## src/rtl/debug_display_unit.sv

```systemverilog
// -----------------------------------------------------------------------------
// debug_display_unit
//   Board-side debug stage placed around a multicycle CPU and its memory.
//   It drives the CPU's run enable and probe address. It lets the user
//   single-step, run continuously, or move the probe address up and down.
//   The probed register or memory word is shown on an 8-digit multiplexed
//   seven-segment display, and the PC is shown on the LEDs.
//
//   Optional feature macro: DEBOUNCE_EN
//     defined   : each synchronised button must hold a new level for
//                 DEBOUNCE_CYCLES clocks before the filtered level follows it.
//     undefined : buttons feed the edge detector straight from the
//                 synchroniser (use this setting for simulation).
//
// Ports
//   clock        in   system clock
//   reset        in   asynchronous, active-low reset
//   cont         in   switch, 1 = continuous run
//   step         in   button, execute one instruction
//   inc, dec     in   buttons, probe address +1 / -1 (with wrap)
//   mem_sel      in   switch, 1 = show ProbeMemData, 0 = show ProbeRegData
//   ProbePC      in   CPU program counter
//   ProbeRegData in   register-file word at ProbeAddress
//   ProbeMemData in   memory word at ProbeAddress
//   run          out  CPU run enable (registered)
//   ProbeAddress out  probe address sent to the CPU and the memory
//   an           out  digit anodes, one-hot, active-low
//   seg          out  segments {g..a}, active-low hex glyph
//   led          out  {ProbeAddress zero-extended to 8 bits, ProbePC[9:2]}
// -----------------------------------------------------------------------------
module debug_display_unit #(
  parameter int DIGIT           = 32,
  parameter int DEBUGSIZE       = 8,
  parameter int DEBOUNCE_CYCLES = 16,
  parameter int SCAN_DIV        = 4,
  parameter int STEP_TIMEOUT    = 255
) (
  input  logic                 clock,
  input  logic                 reset,
  input  logic                 cont,
  input  logic                 step,
  input  logic                 inc,
  input  logic                 dec,
  input  logic                 mem_sel,
  input  logic [DIGIT-1:0]     ProbePC,
  input  logic [DIGIT-1:0]     ProbeRegData,
  input  logic [DIGIT-1:0]     ProbeMemData,
  output logic                 run,
  output logic [DEBUGSIZE-1:0] ProbeAddress,
  output logic [7:0]           an,
  output logic [6:0]           seg,
  output logic [15:0]          led
);

  localparam int TW = $clog2(STEP_TIMEOUT + 1);

  typedef enum logic [1:0] {IDLE, CONT, STEP} state_t;

  // Bit order of the synchronised inputs: {mem_sel, cont, dec, inc, step}.
  logic [4:0] sync_meta, sync_q;
  logic       cont_s, mem_sel_s;
  logic [2:0] btn_lvl;    // {dec, inc, step} level seen by the edge detector
  logic [2:0] btn_prev;
  logic [2:0] btn_pulse;  // one-clock pulse per press

  state_t              state;
  logic [TW-1:0]       tcnt;
  logic [DIGIT-1:0]    pc0;
  logic [SCAN_DIV-1:0] prescale;
  logic [2:0]          digit_idx;
  logic [DIGIT-1:0]    word;
  logic [3:0]          nibble;

  assign cont_s    = sync_q[3];
  assign mem_sel_s = sync_q[4];

  // NOTE: sequential state uses non-blocking assignments, so every flop
  // samples the values that held before the edge, whatever the statement order.
  always_ff @(posedge clock or negedge reset) begin
    if (!reset) begin
      sync_meta <= '0;
      sync_q    <= '0;
    end else begin
      sync_meta <= {mem_sel, cont, dec, inc, step};
      sync_q    <= sync_meta;
    end
  end

`ifdef DEBOUNCE_EN
  localparam int DW = $clog2(DEBOUNCE_CYCLES + 1);

  logic [2:0]    btn_filt;
  logic [DW-1:0] db_cnt [3];

  // The counter runs only while the synchronised level disagrees with the
  // filtered level. Any agreement restarts it, so a glitch never gets through.
  // NOTE: this small counter array is reset like any other state. Only true
  // RAM arrays are left out of the reset.
  always_ff @(posedge clock or negedge reset) begin
    if (!reset) begin
      btn_filt <= '0;
      for (int i = 0; i < 3; i++) db_cnt[i] <= '0;
    end else begin
      for (int i = 0; i < 3; i++) begin
        if (sync_q[i] == btn_filt[i]) begin
          db_cnt[i] <= '0;
        end else if (db_cnt[i] == DW'(DEBOUNCE_CYCLES - 1)) begin
          btn_filt[i] <= sync_q[i];
          db_cnt[i]   <= '0;
        end else begin
          db_cnt[i] <= db_cnt[i] + DW'(1);
        end
      end
    end
  end

  assign btn_lvl = btn_filt;
`else
  assign btn_lvl = sync_q[2:0];
`endif

  // The pulse is registered. This gives three clocks from the pin edge to the pulse.
  always_ff @(posedge clock or negedge reset) begin
    if (!reset) begin
      btn_prev  <= '0;
      btn_pulse <= '0;
    end else begin
      btn_prev  <= btn_lvl;
      btn_pulse <= btn_lvl & ~btn_prev;
    end
  end

  // The probe address moves in every FSM state. Opposite presses that land
  // in the same cycle cancel each other.
  always_ff @(posedge clock or negedge reset) begin
    if (!reset) begin
      ProbeAddress <= '0;
    end else begin
      case ({btn_pulse[1], btn_pulse[2]})
        2'b10:   ProbeAddress <= ProbeAddress + 1'b1;
        2'b01:   ProbeAddress <= ProbeAddress - 1'b1;
        default: ProbeAddress <= ProbeAddress;
      endcase
    end
  end

  // Run-control FSM. run is updated together with state, so it already
  // reflects the state being entered.
  always_ff @(posedge clock or negedge reset) begin
    if (!reset) begin
      state <= IDLE;
      run   <= 1'b0;
      tcnt  <= '0;
      pc0   <= '0;
    end else begin
      case (state)
        IDLE: begin
          if (cont_s) begin
            state <= CONT;
            run   <= 1'b1;
          end else if (btn_pulse[0]) begin
            state <= STEP;
            run   <= 1'b1;
            pc0   <= ProbePC;
            tcnt  <= '0;
          end
        end
        CONT: begin
          if (!cont_s) begin
            state <= IDLE;
            run   <= 1'b0;
          end
        end
        STEP: begin
          tcnt <= tcnt + TW'(1);
          // Exiting when the incremented count reaches the limit caps run at
          // STEP_TIMEOUT clocks.
          if (cont_s) begin
            state <= CONT;
          end else if ((ProbePC != pc0) ||
                       ((tcnt + TW'(1)) == TW'(STEP_TIMEOUT))) begin
            state <= IDLE;
            run   <= 1'b0;
          end
        end
        default: begin
          state <= IDLE;
          run   <= 1'b0;
        end
      endcase
    end
  end

  function automatic logic [6:0] hex7(input logic [3:0] n);
    case (n)
      4'h0: hex7 = 7'h40;  4'h1: hex7 = 7'h79;
      4'h2: hex7 = 7'h24;  4'h3: hex7 = 7'h30;
      4'h4: hex7 = 7'h19;  4'h5: hex7 = 7'h12;
      4'h6: hex7 = 7'h02;  4'h7: hex7 = 7'h78;
      4'h8: hex7 = 7'h00;  4'h9: hex7 = 7'h10;
      4'hA: hex7 = 7'h08;  4'hB: hex7 = 7'h03;
      4'hC: hex7 = 7'h46;  4'hD: hex7 = 7'h21;
      4'hE: hex7 = 7'h06;  default: hex7 = 7'h0E;
    endcase
  endfunction

  // NOTE: every always_comb output gets a default value first, so no path
  // leaves it unassigned and no latch is inferred.
  always_comb begin
    word   = ProbeRegData;
    if (mem_sel_s) word = ProbeMemData;
    nibble = word[{digit_idx, 2'b00} +: 4];
  end

  // Display scan and LEDs. The data word is sampled live on every clock.
  always_ff @(posedge clock or negedge reset) begin
    if (!reset) begin
      prescale  <= '0;
      digit_idx <= '0;
      an        <= 8'hFF;
      seg       <= 7'h7F;
      led       <= '0;
    end else begin
      prescale <= prescale + 1'b1;
      if (prescale == '1) digit_idx <= digit_idx + 3'd1;
      an  <= ~(8'b1 << digit_idx);
      seg <= hex7(nibble);
      led <= {8'(ProbeAddress), ProbePC[9:2]};
    end
  end

endmodule

```

## config.mk

```make
export PLATFORM = sky130hd
export DESIGN_NAME = debug_display_unit
export DESIGN_NICKNAME = d
export VERILOG_FILES = /design/src/rtl/debug_display_unit.sv
export SDC_FILE = /design/constraint.sdc
export NUM_CORES = 1
export LEC_CHECK = 0
export CAP_MARGIN = 20
export CORE_MARGIN = 2
export CORE_UTILIZATION = 43
export CTS_CLUSTER_DIAMETER = 50
export DETAILED_ROUTE_END_ITERATION = 8
export PLACE_DENSITY = 0.72
export SYNTH_ARGS = -nofsm -noshare
export SYNTH_HDL_FRONTEND = slang
export SYNTH_SLANG_ARGS = --single-unit
export TNS_END_PERCENT = 50
```

## constraint.sdc

```tcl
create_clock -name clock -period 2.6 [get_ports clock]
set_input_delay 0.52 -clock clock [delete_from_list [all_inputs] [get_ports clock]]
set_output_delay 0.52 -clock clock [all_outputs]
set_load 0.02 [all_outputs]
```

==> impl_metrics.json, run 1 <==
{
  "outcome": "finished with violations",
  "violations": "DRC",
  "cts.sinks": 105,
  "syn-cell-area_um2": 5100,
  "synth_fa_ha_area_share_pct": 5.55,
  "worst_slack_ns": 0.282,
  "synthFlopType": "dfrtp_1",
  "end_kind": "register",
  "max_stage_delay_ns": 0.41,
  "antenna_left": 0,
  "drtIter0Drc": 108,
  "pre_cts_ws_ns": -0.0113,
  "synthArstFlopShare_pct": 100,
  "synth_compound_area_share_pct": 7.76,
  "synthXorXnorAreaFrac_pct": 7.73,
  "max_slew.worst_pin.slew_ns": 0.534,
  "max_freq_mhz": 431,
  "critPathKind": "reg -> reg",
  "dieArea_um2": 12700,
  "wl_per_cell_um": 15.5,
  "root_buffer": "clkbuf_16",
  "cpMaxStageDelayCell": "fa_1",
  "ys_seq_area_share_pct": 51.9,
  "grt-ovfl-total": 0,
  "h-tree-depth": 3,
  "area_delta_synth_final_pct": 38.0,
  "ys_seq_elements": 105,
  "layout.nets": 675,
  "crit_end": "ProbeAddress[6]",
  "r2r_cells": 10,
  "ir_drop_v": 0.000319,
  "grt_max_degree": 50,
  "grt_pass1_vias": 3801,
  "die_h_um": 113,
  "dr_total_vias": 3581,
  "vias_per_cell": 5.13,
  "worstPathCellList": "inv_1, ha_2, inv_1, fa_1, nor2b_1, o21ai_0, a21boi_0, o21ai_0, nor3b_1, o31ai_1",
  "placed_cell_area_um2": 6730,
  "netlist_instances": 396,
  "p_leak_nw": 2.93,
  "first_pass_iters": 6,
  "start_kind": "register",
  "cts_tree": "built",
  "initial_core_util_pct": 44.3,
  "clock_latency_ns": 0.34,
  "relSlewSlack_pct": 64.2,
  "p_per_area_nw_per_um2": 688,
  "synth_edf_count": 0,
  "synthSimpleGateAreaFrac_pct": 8.37,
  "drive_gt1_share_pct": 18.9,
  "io_pins": 143,
  "skew_ns": 0.00582,
  "drc": 8,
  "rrSetupSlack_ns": 0.28,
  "drt_wl_total_um": 10800,
  "drv_cap": 0,
  "critPathMaxFanout": 9,
  "numCtsBuffers": 9,
  "synth_nets": 521,
  "post_cts_buffers": 0,
  "antenna_found_initial": 0,
  "gp_congestion": 0.860,
  "worst_ep_required_time_ns": 2.84,
  "cts.clk_slew.worst_paths_ns": 0.07,
  "post_synth.cell_area_avg_um2": 12.9,
  "final_area_um2": 7030,
  "die_x_um": 113,
  "drv_slew": 0,
  "core_um2": 11500,
  "r2r-end": "ProbeAddress[6]",
  "mostFrequentLayoutCell": "clkdlybuf4s50_1",
  "final_cell_mix": "clkdlybuf4s50_1 (141), dfrtp_1 (90), xnor2_1 (39), mux2_2 (33), nand2_1 (28)",
  "hold_violations": 0,
  "cts_buffer_depth": 2,
  "min_path_type": "in -> async",
  "num_antenna_cells": 0,
  "ys_warn_count": 0,
  "synth_top_family_by_area": "multiplexers",
  "final.min_clock_period_ns": 2.32,
  "rsz0062_at_grt": "no",
  "setup_viol": 0,
  "rows": 39,
  "critPathArrivalTime_ns": 2.56,
  "synth.area.mux_share_pct": 15.8,
  "grt_use_total_pct": 17.6,
  "dp_hpwl_um": 8480,
  "r2r_start": "btn_pulse[1]",
  "worstSetupStartpoint": "btn_pulse[1]",
  "synthDistinctLibCells": 51,
  "finalCritPeriodShare_pct": 89.2,
  "io_buffers": 142,
  "hold_slack_ns": 0.0781,
  "grt_pass1_wl_um": 17800
}
[timing repair]
action | CTS | global route
hold buffers | 0 | 0
endpoints found under the setup margin | 0 | 1
gates resized for setup | 0 | 1
[per-layer routing]
metal	GRT usage, %	up-vias	share of wire (%)
met2	32.8	114	54
met1	19.6	1753	38
met5	0	-	0
li1	-	1701	-
met3	3.96	13	6.3
met4	6.18	0	1.7
[flip-flops by register name (all words and copies together) (netlist names)]
name and count:
state 2, prescale 4, sync_meta 5, an 8, btn_pulse 3, run 1
pc0 32, sync_q 5, led 16, ProbeAddress 8, tcnt 8, digit_idx 3
btn_prev 3, seg 7
[critical path, delay by kind of cell, from the launching register on]
family,cells,cell delay [ns]
compound gates,4,0.76
fa+ha+maj,2,0.69
buf+inv,2,0.13
flops,1,0.36
simple gates,2,0.28
[how the worst min path moves through the flow]
stage | cells past startpoint | slack (ns) | end
after floorplan | 0 | 0.22 | ProbeAddress[0]
after global placement | 0 | 0.33 | sync_q[3]
after detailed placement | 0 | 0.33 | sync_q[3]
after CTS | 1 | 0.09 | sync_meta[1]
after global routing | 1 | 0.09 | digit_idx[1]
final | 1 | 0.08 | digit_idx[1]
[per-stage QoR]
step	instances	util, %	setup TNS [ns]	power (W)
after floorplan	396	-	0	0.00288
after global placement	682	58.4	0	0.00346
after detailed placement	682	58.4	-0.0150	0.00351
after CTS	698	61.1	0	0.00490
after global routing	698	61.1	0	0.00511
final	698	61.1	0	0.00484
[synth_stat cells (3+ instances only)]
| cell | n | area share (%) |
|---|---|---|
| dfrtp_1 | 90 | 44 |
| xnor2_1 | 39 | 6.7 |
| mux2_2 | 33 | 7.3 |
| nand2_1 | 28 | 2.1 |
| inv_1 | 22 | 1.6 |
| ha_1 | 21 | 5.2 |
| o21ai_0 | 18 | 1.8 |
| dfstp_2 | 15 | 7.7 |
| mux4_2 | 12 | 5.3 |
| nand4_1 | 9 | 1.1 |
| nor2_1 | 9 | 0.66 |
| nand3_1 | 8 | 0.79 |
| nor2b_1 | 8 | 0.98 |
| a21oi_1 | 7 | 0.69 |
| clkbuf_1 | 6 | 0.44 |
| xor2_1 | 6 | 1.0 |
| o31ai_1 | 5 | 0.74 |
| a22oi_2 | 4 | 0.98 |
| mux4_1 | 4 | 2.1 |
| nand2_2 | 3 | 0.37 |
| nor3_1 | 3 | 0.29 |
| o21ai_1 | 3 | 0.29 |
| o22ai_1 | 3 | 0.37 |
[kinds of logic after synthesis]
group,after synthesis
AOI/OAI and AO/OA,56
xor gates and xnor gates,45
adders and majority gates,22
buffers and inverters,32
DFF,105
muxes,54
and+or+nand+nor,82
[final cells by class]
class	count	area (µm²)
multi-input cells	259	2310
well taps	143	179
clock inverters	6	65.1
clock buffers	10	239
flip-flops and latches	105	2650
inverters	22	82.6
fillers	899	4480
repair buffers	153	1510
[power by group]
group          total, W  switching [W]  internal, W
Clock           0.00137       0.000591     0.000776
Sequential      0.00211       0.000191      0.00192
Combinational   0.00136       0.000600     0.000757
Total           0.00484        0.00138      0.00346
Note: power is estimated with default switching activity, not from simulation.
==> run 2: changes to the inputs <==
--- a/config.mk
+++ b/config.mk
@@ -5,12 +5,14 @@
 export SDC_FILE = /design/constraint.sdc
 export NUM_CORES = 1
 export LEC_CHECK = 0
+export ABC_AREA = 1
 export CAP_MARGIN = 20
 export CORE_MARGIN = 2
-export CORE_UTILIZATION = 43
+export CORE_UTILIZATION = 31
 export CTS_CLUSTER_DIAMETER = 50
 export DETAILED_ROUTE_END_ITERATION = 8
-export PLACE_DENSITY = 0.72
+export PLACE_DENSITY = 0.54
+export REMOVE_ABC_BUFFERS = 1
 export SYNTH_ARGS = -nofsm -noshare
 export SYNTH_HDL_FRONTEND = slang
 export SYNTH_SLANG_ARGS = --single-unit
==> run 2 against run 1 <==
Net effect:
- flip-flop and latch count stayed put
- the flow now finishes without violations
- die area is 50% higher
- synthesized cell count is 73% higher
- sequential share of layout area is 2.8 points lower
- global-route usage is 3.1 points lower
- critical endpoint unchanged
- clock power is 4% lower
- setup slack better by 0.16 ns
- final area is 7.9% higher
- critical path depth is 2 higher
- via count is 32% higher
- power is 2.7% higher
- area after synthesis is 9.9% higher
==> impl_metrics.json, run 2 <==
{
  "post_synth.cell_area_avg_um2": 8.18,
  "reg_top3": "pc0 x32, led x16",
  "root_buffer": "clkbuf_16",
  "worst_slack_ns": 0.444,
  "finalCritPeriodShare_pct": 82.9,
  "drt_wl_total_um": 13200,
  "drv_cap": 0,
  "max_stage_delay_ns": 0.36,
  "hold_slack_ns": 0.0688,
  "cts_buffer_depth": 2,
  "fin_util_pct": 42.6,
  "numCtsBuffers": 9,
  "cpMaxStageDelayCell": "dfrtp_1",
  "post_cts_resized": 0,
  "worst_ep_required_time_ns": 2.88,
  "die_h_um": 138,
  "drv_slew": 0,
  "core_um2": 17800,
  "wl_per_cell_um": 12.5,
  "clock_latency_ns": 0.36,
  "netlist_instances": 685,
  "setup_viol": 0,
  "largest_register": "pc0",
  "initial_core_util_pct": 31.4,
  "synthArstFlopShare_pct": 100,
  "ys_seq_area_share_pct": 47.2,
  "h-tree-depth": 3,
  "critPathArrivalTime_ns": 2.44,
  "postCtsHoldBufs": 0,
  "layout.nets": 953,
  "max_slew.worst_pin.slew_ns": 0.513,
  "rows": 49,
  "relSlewSlack_pct": 65.8,
  "grt_max_degree": 65,
  "drc": 0,
  "gp_congestion": 0.806,
  "largest_reg_flops": 32,
  "fin_tns_setup_ns": 0,
  "rsz0062_at_grt": "no",
  "synthTopCellsByArea": "dfrtp_1 (40%), nand2_1 (12%), inv_1 (7.2%)",
  "antenna_found_initial": 0,
  "drive_gt1_share_pct": 8.52,
  "cts_tree": "built",
  "grt_pass1_wl_um": 22500,
  "critPathKind": "reg -> reg",
  "ir_drop_v": 0.000293,
  "drtIter0Drc": 225,
  "synthDistinctLibCells": 35,
  "grt_pass1_vias": 4624,
  "mostFrequentLayoutCell": "nand2_1",
  "dieArea_um2": 19200,
  "grt_use_total_pct": 14.5,
  "pre_cts_ws_ns": 0.290,
  "vias_per_cell": 4.43,
  "ys_seq_elements": 105,
  "die_x_um": 138,
  "min_path_type": "in -> async",
  "cts.clk_slew.worst_paths_ns": 0.07,
  "grt-ovfl-total": 0,
  "max_freq_mhz": 464,
  "post_cts_buffers": 0,
  "syn-cell-area_um2": 5600,
  "end_kind": "register",
  "total_power_w": 0.00497,
  "dp_hpwl_um": 10400,
  "p_leak_nw": 3.61,
  "final_cell_mix": "nand2_1 (172), clkdlybuf4s50_1 (141), inv_1 (107), dfrtp_1 (90), nor2_1 (54)",
  "synth_common_cells": "nand2_1 (172), inv_1 (107), dfrtp_1 (90)",
  "worstPathCellList": "inv_1, ha_1, inv_1, fa_1, inv_1, nand3_1, nand2_1, nand2_1, nand2_1, a21oi_1, or2_2, a31oi_1",
  "synth_most_common_cell": "nand2_1",
  "synth_top_area_share_pct": 40.2,
  "io_buffers": 142,
  "first_pass_iters": 4,
  "synth_edf_count": 0,
  "outcome": "complete, no violations",
  "antenna_left": 0,
  "start_kind": "register",
  "cts.sinks": 105,
  "skew_ns": 0.00698,
  "final.min_clock_period_ns": 2.16,
  "io_pins": 143,
  "synth_largest_area_cell": "dfrtp_1",
  "critPathMaxFanout": 8,
  "synthFlopType": "dfrtp_1",
  "area_delta_synth_final_pct": 35.5,
  "hold_violations": 0,
  "p_per_area_nw_per_um2": 654,
  "dr_total_vias": 4712,
  "ys_warn_count": 0
}
==> run 2: final timing paths <==
kind                                        end         start  slack [ns]  depth (start not counted)
worst max-delay path            ProbeAddress[6]  btn_pulse[1]        0.44                         12
worst min-delay path                    led[15]         reset        0.07                          1
worst max register to register  ProbeAddress[6]  btn_pulse[1]        0.44                         12
worst min register to register        sync_q[2]  sync_meta[2]        0.35                          0
max in group asynchronous                 an[6]         reset        1.81                          2
min in group clock                    sync_q[2]  sync_meta[2]        0.35                          0
==> run 2: cell families after synthesis <==
kind of cell	synth area share, %
fa+ha+maj	5.05
flops	47.2
mux	2.41
xor+xnor	3.28
simple gates	21.4
buf+inv	9.65
compound gates	11.0
==> run 2: power breakdown <==
part | switching (W) | internal [W]
clock network | 0.000653 | 0.000669
registers | 0.000198 | 0.00193
logic | 0.000788 | 0.000726
total | 0.00164 | 0.00333
==> run 2: layout make-up <==
type	instances	area, µm²
fillers	1782	10200
flip-flops and latches	105	2650
multi-input cells	447	2420
repair buffers	151	1520
inverters	114	428
well taps	229	287
clock buffers	9	225
clock inverters	7	60.1
diodes	1	2.50
==> run 2: worst max-delay path: cells and delay by family (launching register included) <==
kind            cells  cell delay, ns
flops               1            0.36
compound gates      2            0.19
simple gates        5            0.56
fa+ha+maj           2            0.71
buf+inv             3            0.25
==> run 2: per-stage QoR <==
step | cells | area [µm²]
CTS | 1062 | 7590
floorplan | 666 | 5490
global route | 1062 | 7590
global placement | 1046 | 7300
detailed placement | 1046 | 7300
finish | 1063 | 7590
==> run 2: layer usage <==
metal  routed length (µm)  vias up  GRT usage (%)
met5                    0        -              0
li1                     -     2462              -
met1                 5860     2112           17.8
met4                  214        0           5.16
met3                 1020       13           4.68
met2                 6150      125           23.8
==> patch, RTL diff (flow settings as in run 1) <==
The parameter `STEP_TIMEOUT` goes from 255 to 510.
--- a/src/rtl/debug_display_unit.sv
+++ b/src/rtl/debug_display_unit.sv
@@ -33,7 +33,7 @@
   parameter int DEBUGSIZE       = 8,
   parameter int DEBOUNCE_CYCLES = 16,
   parameter int SCAN_DIV        = 4,
-  parameter int STEP_TIMEOUT    = 255
+  parameter int STEP_TIMEOUT    = 510
 ) (
   input  logic                 clock,
   input  logic                 reset,
Formal check against the unedited RTL: same outputs for any inputs over 10 cycles, from zero or initial values and one cycle with reset low; that may be too few to reach the edited logic, so the function may still have changed.
==> patch against run 1 <==
Via count grew 1.9%; final cell count rose by 1.6%; clock power down 5%; worst setup slack lost 0.084 ns; synthesized area up 1.7%; routed wire length down 2.4%; power fell by 1.4%; sequential cell count grew 1; final area grew 0.78%; critical path depth is the same; critical path type unchanged.
==> patch: results (changes against run 1) <==
[status]
status=completed

[global_route]
use_met3_pct=4.41  ; +0.45 points
grt_pass1_wl_mm=17.8  ; about the same
met2_usage_pct=31.2  ; -1.6 points
grt_pass1_vias=3879  ; +2.1%

[layout]
fin_nets=683  ; +1.2%
fin_cells=709  ; +1.6%
layout-drive-gt1-share_pct=17.3  ; -1.7 points

[placement]
place_inst=693  ; +1.6%
post-dp-hpwl_mm=8.17  ; -3.7%
placed_area_mm2=0.00680  ; +1.0%
gp_congestion=0.798  ; -7.2%

[detailed_routing]
wire_per_inst_um=14.9  ; -3.9%
vias=3650  ; +1.9%

[power_and_ir_drop]
p_sw_w=0.00138  ; -0.24%
ir_worst_vdd_mv=0.321  ; +0.53%
p_leak_nw=3.03  ; +3.5%

[timing]
final.setup_skew_ns=0.00941  ; +0.00359 ns

[synth]
synthTopCellsByCount=91 x dfrtp_1, 33 x mux2_2, 31 x nand2_1
netlist-cell-type-count=46  ; -9.8%
syn_inst=406  ; +2.5%
synth_fp_nets=532  ; +2.1%
yosys-top-cells-area=dfrtp_1 44%, dfstp_2 7.6%, mux2_2 7.2%

[worst_setup_path]
ff2ff_setup_slack_ns=0.20  ; -0.08 ns
arrival_ns=2.61  ; +0.05 ns

-- patch: cell types whose count changed after synthesis, sizes merged, moves of 2 or more --
cell    delta
a21oi      -2
nand2      +4
nand2b     -2
nand3      +6
nand4      -2
nor2       +6
nor3       +2
nor4       +2
o21ai      +2
xnor2     -14
xor2      +14
-- patch: per-layer routing --
| layer | vias to the layer above | share of wire [%] | wire [um] |
|---|---|---|---|
| met4 | 0 | 1.3 | 139 |
| met3 | 15 | 6.3 | 670 |
| met2 | 123 | 53 | 5580 |
| met5 | - | 0 | 0 |
| met1 | 1784 | 40 | 4180 |
| li1 | 1728 | - | - |
-- patch: kinds of logic after synthesis --
group / share of synthesized area [%]
compound gates: 7.53
xor+xnor: 7.60
fa+ha+maj: 5.69
buf+inv: 2.65
flops: 51.5
mux: 16.0
simple gates: 9.05
-- patch: area by class of cell --
cell class              count  share of cell area [%]
clock buffers              12                    3.62
clock inverters             4                   0.477
well taps                 147                    2.59
multi-input cells         270                    33.6
repair buffers            149                    20.9
inverters                  21                    1.11
flip-flops and latches    106                    37.7
-- patch: metrics by stage --
| step | utilization, % | hold WS [ns] | setup WS, ns |
|---|---|---|---|
| floorplan | - | 0.224 | 0.400 |
| global placement | 57.1 | 0.331 | 0.0890 |
| detailed placement | 57.1 | 0.335 | -0.0357 |
| CTS | 59.5 | 0.248 | 0.185 |
| global route | 59.5 | 0.285 | 0.0370 |
| finish | 59.5 | 0.232 | 0.198 |
-- patch: how the worst max path moves through the flow --
| stage | start | endpoint | slack [ns] |
|---|---|---|---|
| 6_report | btn_pulse[1] | ProbeAddress[6] | 0.20 |
| 3_3_place_gp | ProbeRegData[9] | seg[5] | 0.09 |
| 5_1_grt | btn_pulse[1] | ProbeAddress[6] | 0.04 |
| 3_5_place_dp | ProbeRegData[9] | seg[3] | -0.04 |
| 2_1_floorplan | digit_idx[0] | seg[6] | 0.40 |
| 4_1_cts | btn_pulse[1] | ProbeAddress[6] | 0.18 |
-- patch: worst max-delay path, delay by kind of cell (launching register included) --
kind,cells,cell delay [ns]
adder cells (fa/ha/maj),2,0.68
AND/OR/NAND/NOR,1,0.11
buffers and inverters,2,0.14
flip-flops,1,0.36
AO/OA/AOI/OAI,5,1.00
-- patch: power groups by stage --
stage	clock [W]	combinational, W	sequential [W]
after floorplan	0	0.000584	0.00231
final	0.00130	0.00135	0.00212
after global placement	0	0.00132	0.00214
after detailed placement	0	0.00136	0.00216
after CTS	0.00134	0.00136	0.00213
after global routing	0.00141	0.00148	0.00216
